### config.mk
export PLATFORM = sky130hd
export DESIGN_NAME = uart_tx_arbiter_flat
export DESIGN_NICKNAME = d
export VERILOG_FILES = /design/src/rtl/uart_arb_pkg.sv /design/src/rtl/uart_tx_arbiter_if.sv /design/src/rtl/uart_tx_arbiter_rr_pick.sv /design/src/rtl/uart_tx_arbiter.sv /design/src/flat_wrapper.sv
export SDC_FILE = /design/constraint.sdc
export NUM_CORES = 1
export LEC_CHECK = 0
export BUFFER_PORTS_ARGS = -buffer_cell sky130_fd_sc_hd__buf_2
export CORE_MARGIN = 2
export CORE_UTILIZATION = 48
export CTS_CLUSTER_SIZE = 8
export DETAILED_ROUTE_END_ITERATION = 6
export GPL_ROUTABILITY_DRIVEN = 0
export PLACE_DENSITY = 0.86
export SETUP_SLACK_MARGIN = 0.5
export SLEW_MARGIN = 20
export SYNTH_ARGS = -nofsm -noshare
export SYNTH_HDL_FRONTEND = slang
export SYNTH_HIERARCHICAL = 1
export SYNTH_SLANG_ARGS = --single-unit
### constraint.sdc
create_clock -name clk -period 2.79 [get_ports clk]
set_clock_uncertainty 0.05 [all_clocks]
set_input_delay 0.279 -clock clk [delete_from_list [all_inputs] [get_ports clk]]
set_output_delay 0.279 -clock clk [all_outputs]
set_load 0.01 [all_outputs]
### src/rtl/uart_arb_pkg.sv
// Shared types and constants for the UART transmit arbiter.
// State encoding, index-width helper and the w_data reset value.
package uart_arb_pkg;

  typedef enum logic [1:0] {
    IDLE,
    ISSUE,
    WAIT
  } arb_state_e;

  localparam logic [7:0] W_DATA_RST = 8'h00;

  // Index width for n requesters; never narrower than one bit.
  function automatic int unsigned IDX_W(input int unsigned n);
    return (n <= 2) ? 1 : $clog2(n);
  endfunction

endpackage

### src/rtl/uart_tx_arbiter_if.sv
// Per-requester byte handshake bundle shared by all requesters.
// Requesters drive through master, the arbiter consumes through slave.
interface uart_tx_arbiter_if #(
  parameter int unsigned N_REQ = 4
);
  logic [N_REQ-1:0]   req_valid;
  logic [8*N_REQ-1:0] req_data;
  logic [N_REQ-1:0]   req_ready;

  modport master (output req_valid, output req_data, input req_ready);
  modport slave  (input req_valid, input req_data, output req_ready);
endinterface

### src/rtl/uart_tx_arbiter_rr_pick.sv
// Combinational rotate-priority picker: first set bit of req searching
// ptr, ptr+1, ... modulo N. Usable by any shared-resource arbiter.
module rr_pick #(
  parameter int unsigned N  = 4,
  parameter int unsigned IW = 2
) (
  input  logic [N-1:0]  req,
  input  logic [IW-1:0] ptr,
  output logic          found,
  output logic [IW-1:0] idx
);
  logic [IW-1:0] pos;

  always_comb begin
    found = 1'b0;
    idx   = '0;
    pos   = '0;
    for (int unsigned k = 0; k < N; k++) begin
      pos = IW'((32'(ptr) + k) % N);
      if (!found && req[pos]) begin
        found = 1'b1;
        idx   = pos;
      end
    end
  end
endmodule

### src/rtl/uart_tx_arbiter.sv
// Round-robin arbiter sharing one UART transmitter write port among N_REQ
// byte requesters. Define UART_ARB_BURST_EN to allow MAX_BURST-byte grants.
module uart_tx_arbiter
  import uart_arb_pkg::*;
#(
  parameter int unsigned N_REQ     = 4,
  parameter int unsigned MAX_BURST = 4
) (
  input  logic                      clk,
  input  logic                      rst,
  uart_tx_arbiter_if.slave          rq,
  input  logic                      tx_full,
  output logic [7:0]                w_data,
  output logic                      wr_uart,
  output logic                      gnt_valid,
  output logic [IDX_W(N_REQ)-1:0]   gnt_id
);
  localparam int unsigned IW = IDX_W(N_REQ);

  if (N_REQ < 2 || N_REQ > 8 || MAX_BURST < 1 || MAX_BURST > 255) begin : g_bad_cfg
    $error("uart_tx_arbiter: N_REQ must be 2..8 and MAX_BURST 1..255");
  end

  arb_state_e    state;
  logic [IW-1:0] ptr;
  logic          pick_found;
  logic [IW-1:0] pick_idx;
  logic          accept_idle;
  logic          accept_cont;
  logic [IW-1:0] sel;
  logic [7:0]    sel_byte;

  rr_pick #(.N(N_REQ), .IW(IW)) u_pick (
    .req   (rq.req_valid),
    .ptr   (ptr),
    .found (pick_found),
    .idx   (pick_idx)
  );

  assign accept_idle = (state == IDLE) && !tx_full && pick_found;

`ifdef UART_ARB_BURST_EN
  logic [7:0] burst_cnt;
  // WAIT is the first cycle tx_full reflects the previous write, so it gates continuation.
  assign accept_cont = (state == WAIT) && rq.req_valid[gnt_id] && !tx_full &&
                       (burst_cnt < 8'(MAX_BURST));
`else
  assign accept_cont = 1'b0;
`endif

  assign sel      = accept_idle ? pick_idx : gnt_id;
  assign sel_byte = rq.req_data[{sel, 3'b000} +: 8];

  always_comb begin
    rq.req_ready = '0;
    if (accept_idle || accept_cont) rq.req_ready[sel] = 1'b1;
  end

  always_ff @(posedge clk) begin
    if (!rst) begin
      state     <= IDLE;
      ptr       <= '0;
      w_data    <= W_DATA_RST;
      wr_uart   <= 1'b0;
      gnt_valid <= 1'b0;
      gnt_id    <= '0;
`ifdef UART_ARB_BURST_EN
      burst_cnt <= '0;
`endif
    end else begin
      case (state)
        IDLE: begin
          wr_uart   <= 1'b0;
          gnt_valid <= 1'b0;
          if (accept_idle) begin
            w_data    <= sel_byte;
            gnt_id    <= pick_idx;
            wr_uart   <= 1'b1;
            gnt_valid <= 1'b1;
            state     <= ISSUE;
`ifdef UART_ARB_BURST_EN
            burst_cnt <= 8'd1;
`endif
          end
        end
        ISSUE: begin
          wr_uart <= 1'b0;
          state   <= WAIT;
        end
        WAIT: begin
          if (accept_cont) begin
            w_data  <= sel_byte;
            wr_uart <= 1'b1;
            state   <= ISSUE;
`ifdef UART_ARB_BURST_EN
            burst_cnt <= burst_cnt + 8'd1;
`endif
          end else begin
            ptr       <= (gnt_id == IW'(N_REQ - 1)) ? '0 : gnt_id + 1'b1;
            gnt_valid <= 1'b0;
            state     <= IDLE;
          end
        end
        default: state <= IDLE;
      endcase
    end
  end
endmodule

### src/flat_wrapper.sv
// flat-port wrapper written by rule: the top's interface ports become plain ports
module uart_tx_arbiter_flat import uart_arb_pkg::*;
#(
  parameter int unsigned N_REQ     = 4,
  parameter int unsigned MAX_BURST = 4
)
  (clk, rst, tx_full, w_data, wr_uart, gnt_valid, gnt_id, rq_req_valid, rq_req_data, rq_req_ready);
  uart_tx_arbiter_if #(.N_REQ(N_REQ)) rq_i ();
  input  logic clk;
  input  logic rst;
  input  logic tx_full;
  output logic [7:0] w_data;
  output logic wr_uart;
  output logic gnt_valid;
  output logic [IDX_W(N_REQ)-1:0] gnt_id;
  input wire logic [$bits(rq_i.req_valid)-1:0] rq_req_valid;
  input wire logic [$bits(rq_i.req_data)-1:0] rq_req_data;
  output wire logic [$bits(rq_i.req_ready)-1:0] rq_req_ready;
  assign rq_i.req_valid = rq_req_valid;
  assign rq_i.req_data = rq_req_data;
  assign rq_req_ready = rq_i.req_ready;
  uart_tx_arbiter #(.N_REQ(N_REQ), .MAX_BURST(MAX_BURST)) u_core (.clk(clk), .rst(rst), .rq(rq_i), .tx_full(tx_full), .w_data(w_data), .wr_uart(wr_uart), .gnt_valid(gnt_valid), .gnt_id(gnt_id));
endmodule
==> reports/results.ini <==
[run_status]
outcome = finished, final reports clean

[timing]
layout_min_cycle_time_ns = 2.20
clock.fmax_mhz = 454
finalSetupViolCount = 0
period_share_pct = 79.0
finalHoldViolations = 0
finalHoldWorstSlack_ns = 0.280
slew_viol_final = 0
rsz0062_at_grt = yes
fin_setup_tns_ns = 0
slew_headroom_pct = 72.7
tightest_slew_ns = 0.409
setup_slack_ns = 0.587

[worst_setup_path]
startpoint = u_core/ptr[0]
crit_path_max_incr_delay_ns = 0.42
worstSetupEndpointType = output pin
critPathSlowestCell = dfxtp_1
path_cells = inv_2 -> a221o_1 -> a21oi_2 -> buf_8 -> nand2_1 -> nor2_1 -> buf_2
start_kind = flip-flop
worstPathRequired_ns = 2.46
r2r_cells = 7
critPathMaxFanout = 36
criticalPathCategory = flip-flop to output pin
crit_arrival_ns = 1.87
regToRegStartpoint = u_core/ptr[0]

[final_layout]
seq_area_um2 = 320
area_growth_pct = 19.3
final_layout_size_suffix_gt1_share_pct = 38.0
nFillCells = 271
antenna_cells = 0
multi_input_area_um2 = 910
fin_nets = 249
final_area_mm2 = 0.00164

[route]
drtPass1Iterations = 4
final_antenna_net_count = 0
wl_um = 3400
wl_per_cell_um = 14.2
dr_total_vias = 1370
drc_errors = 0
routed_via_density = 5.73
drt_iter0_markers = 33

[placement]
dp_hpwl_um = 2460
port_buffers = 54
pre_cts_ws_ns = 0.787
place_area_mm2 = 0.00159

[clocking]
cts_tree = yes
htree_num_levels = 1
post_cts_buffers = 0
cts_made_buffers = 3
cts.sinks = 16
ctsRootBufferMaster = clkbuf_4
clk_latency_ns = 0.29
clk_pin_slew_ns = 0.11
clock_path_buffers = 2

[pwr]
clockPowerShare_pct = 25.7
switching_power_mw = 0.213
powerDensity_mw_per_mm2 = 385
finalPower_mw = 0.633
switching_share_pct = 33.7
leakage_nw = 0.680
ir_worst_vdd_mv = 0.333
p_int_mw = 0.420
combPwrFrac_pct = 34.0
pwr-share-seq_pct = 40.3

[hold_path]
min_path_type = input pin to flip-flop
hold_path_depth = 3
hold_start = rq_req_data[8]

[synth]
ys_seq_area_share_pct = 23.3
synth_nets = 199
synthArstFlopShare_pct = 0
synth_cell_type_count = 33
ys_warn_count = 6
ys_seq_elements = 16
syn_inst = 159
synth_edf_count = 0
ys.flop_type = dfxtp_1
avgSynthCellArea_um2 = 8.66
synth_area_mm2 = 0.00138

[floorplanning]
die_w_um = 57.6
rows = 19
die-area_mm2 = 0.00331
placeableCoreArea_mm2 = 0.00273
start_util_pct = 50.4
die_h_um = 57.6
io_pins = 55

[grt]
overflow = 0
grt_max_degree = 37
grt_antenna_before_repair = 0
grt_pass1_vias = 1264
grt_pass1_wl_um = 5500
grt.total_usage_pct = 20.8

[flow_run]
maxCapViolCount = 0

[worst paths after layout]
kind / end / slack [ns]
setup / recovery: rq_req_ready[1] / 0.59
setup reg to reg: u_core/w_data[4] / 0.88
hold / removal: u_core/w_data[0] / 0.28
hold reg to reg: u_core/wr_uart / 0.41
[Yosys cell counts (all sizes together), types with 2 or more instances]
master  instances  area, um2
inv             6       22.5
o31ai           8       60.1
nand3           9       45.0
a21boi          4       30.0
nand3b         16        120
buf             5       42.5
a32oi           8       70.1
nor2            4       15.0
a211oi          8       60.1
mux2i          18        180
nor2b           9       56.3
and2b           2       16.3
a21oi          12       90.1
dfxtp          16        320
nand2          15       58.8
clkbuf          9        104
[critical path: cells and delay by family, from the launching register on]
family	cells	cell delay, ns
flops	1	0.42
simple gates	2	0.20
compound gates	2	0.51
buf+inv	3	0.44
[layout by cell type, fill, tap and decap left out, drive strengths merged, types with 2 or more instances in the layout]
master and n:
clkbuf 4, nand3b 16, buf 59, a21oi 12, nor2b 9, a211oi 8
mux2i 18, a32oi 8, a21boi 4, inv 6, dfxtp 16, nand2 15
o31ai 8, and2b 2, nand3 9, nor2 4
[flip-flops by register name (all words and copies together), names as in the netlist]
name	cells
u_core/gnt_id	2
u_core/wr_uart	1
u_core/gnt_valid	1
u_core/ptr	2
u_core/w_data	8
u_core/state	2
[repair_timing]
item / in CTS / in global routing
setup endpoints to repair: 0 / 4
resized for setup: 0 / 3
hold buffers: 0 / 0
[kinds of logic after synthesis]
logic type | share of synthesized area (%)
simple gates | 26.2
compound gates | 24.3
buf+inv | 12.3
mux | 13.1
flops | 23.3
fa+ha+maj | 0.908
[routing by layer]
layer / vias to the layer above / part of all wire [%] / routed length (um) / track usage, %
li1: 690 / - / - / -
met1: 628 / 42 / 1420 / 25.0
met2: 48 / 51 / 1740 / 37.8
met3: 4 / 6.0 / 205 / 3.40
met4: 0 / 1.1 / 38 / 5.98
met5: - / 0 / 0 / 0
[cell type report]
type                    count  share of cell area (%)
multi-input cells         123                    55.4
well taps                  31                    2.36
repair buffers             59                    19.2
flip-flops and latches     16                    19.5
inverters                   6                    1.37
clock buffers               4                    2.21
[power by group through the flow]
stage          logic [mW]  clock network [mW]  registers [mW]
3_5_place_dp        0.210                   0           0.260
6_report            0.215               0.163           0.255
3_3_place_gp        0.205                   0           0.260
2_1_floorplan       0.152                   0           0.263
5_1_grt             0.238               0.173           0.257
4_1_cts             0.211               0.164           0.255
[through the flow]
step                std cells  util (%)
floorplan                 159         -
global placement          235      58.2
detailed placement        235      58.2
CTS                       239      59.5
global route              239      60.1
finish                    239      60.1
Power figures use the tool's default switching activity.
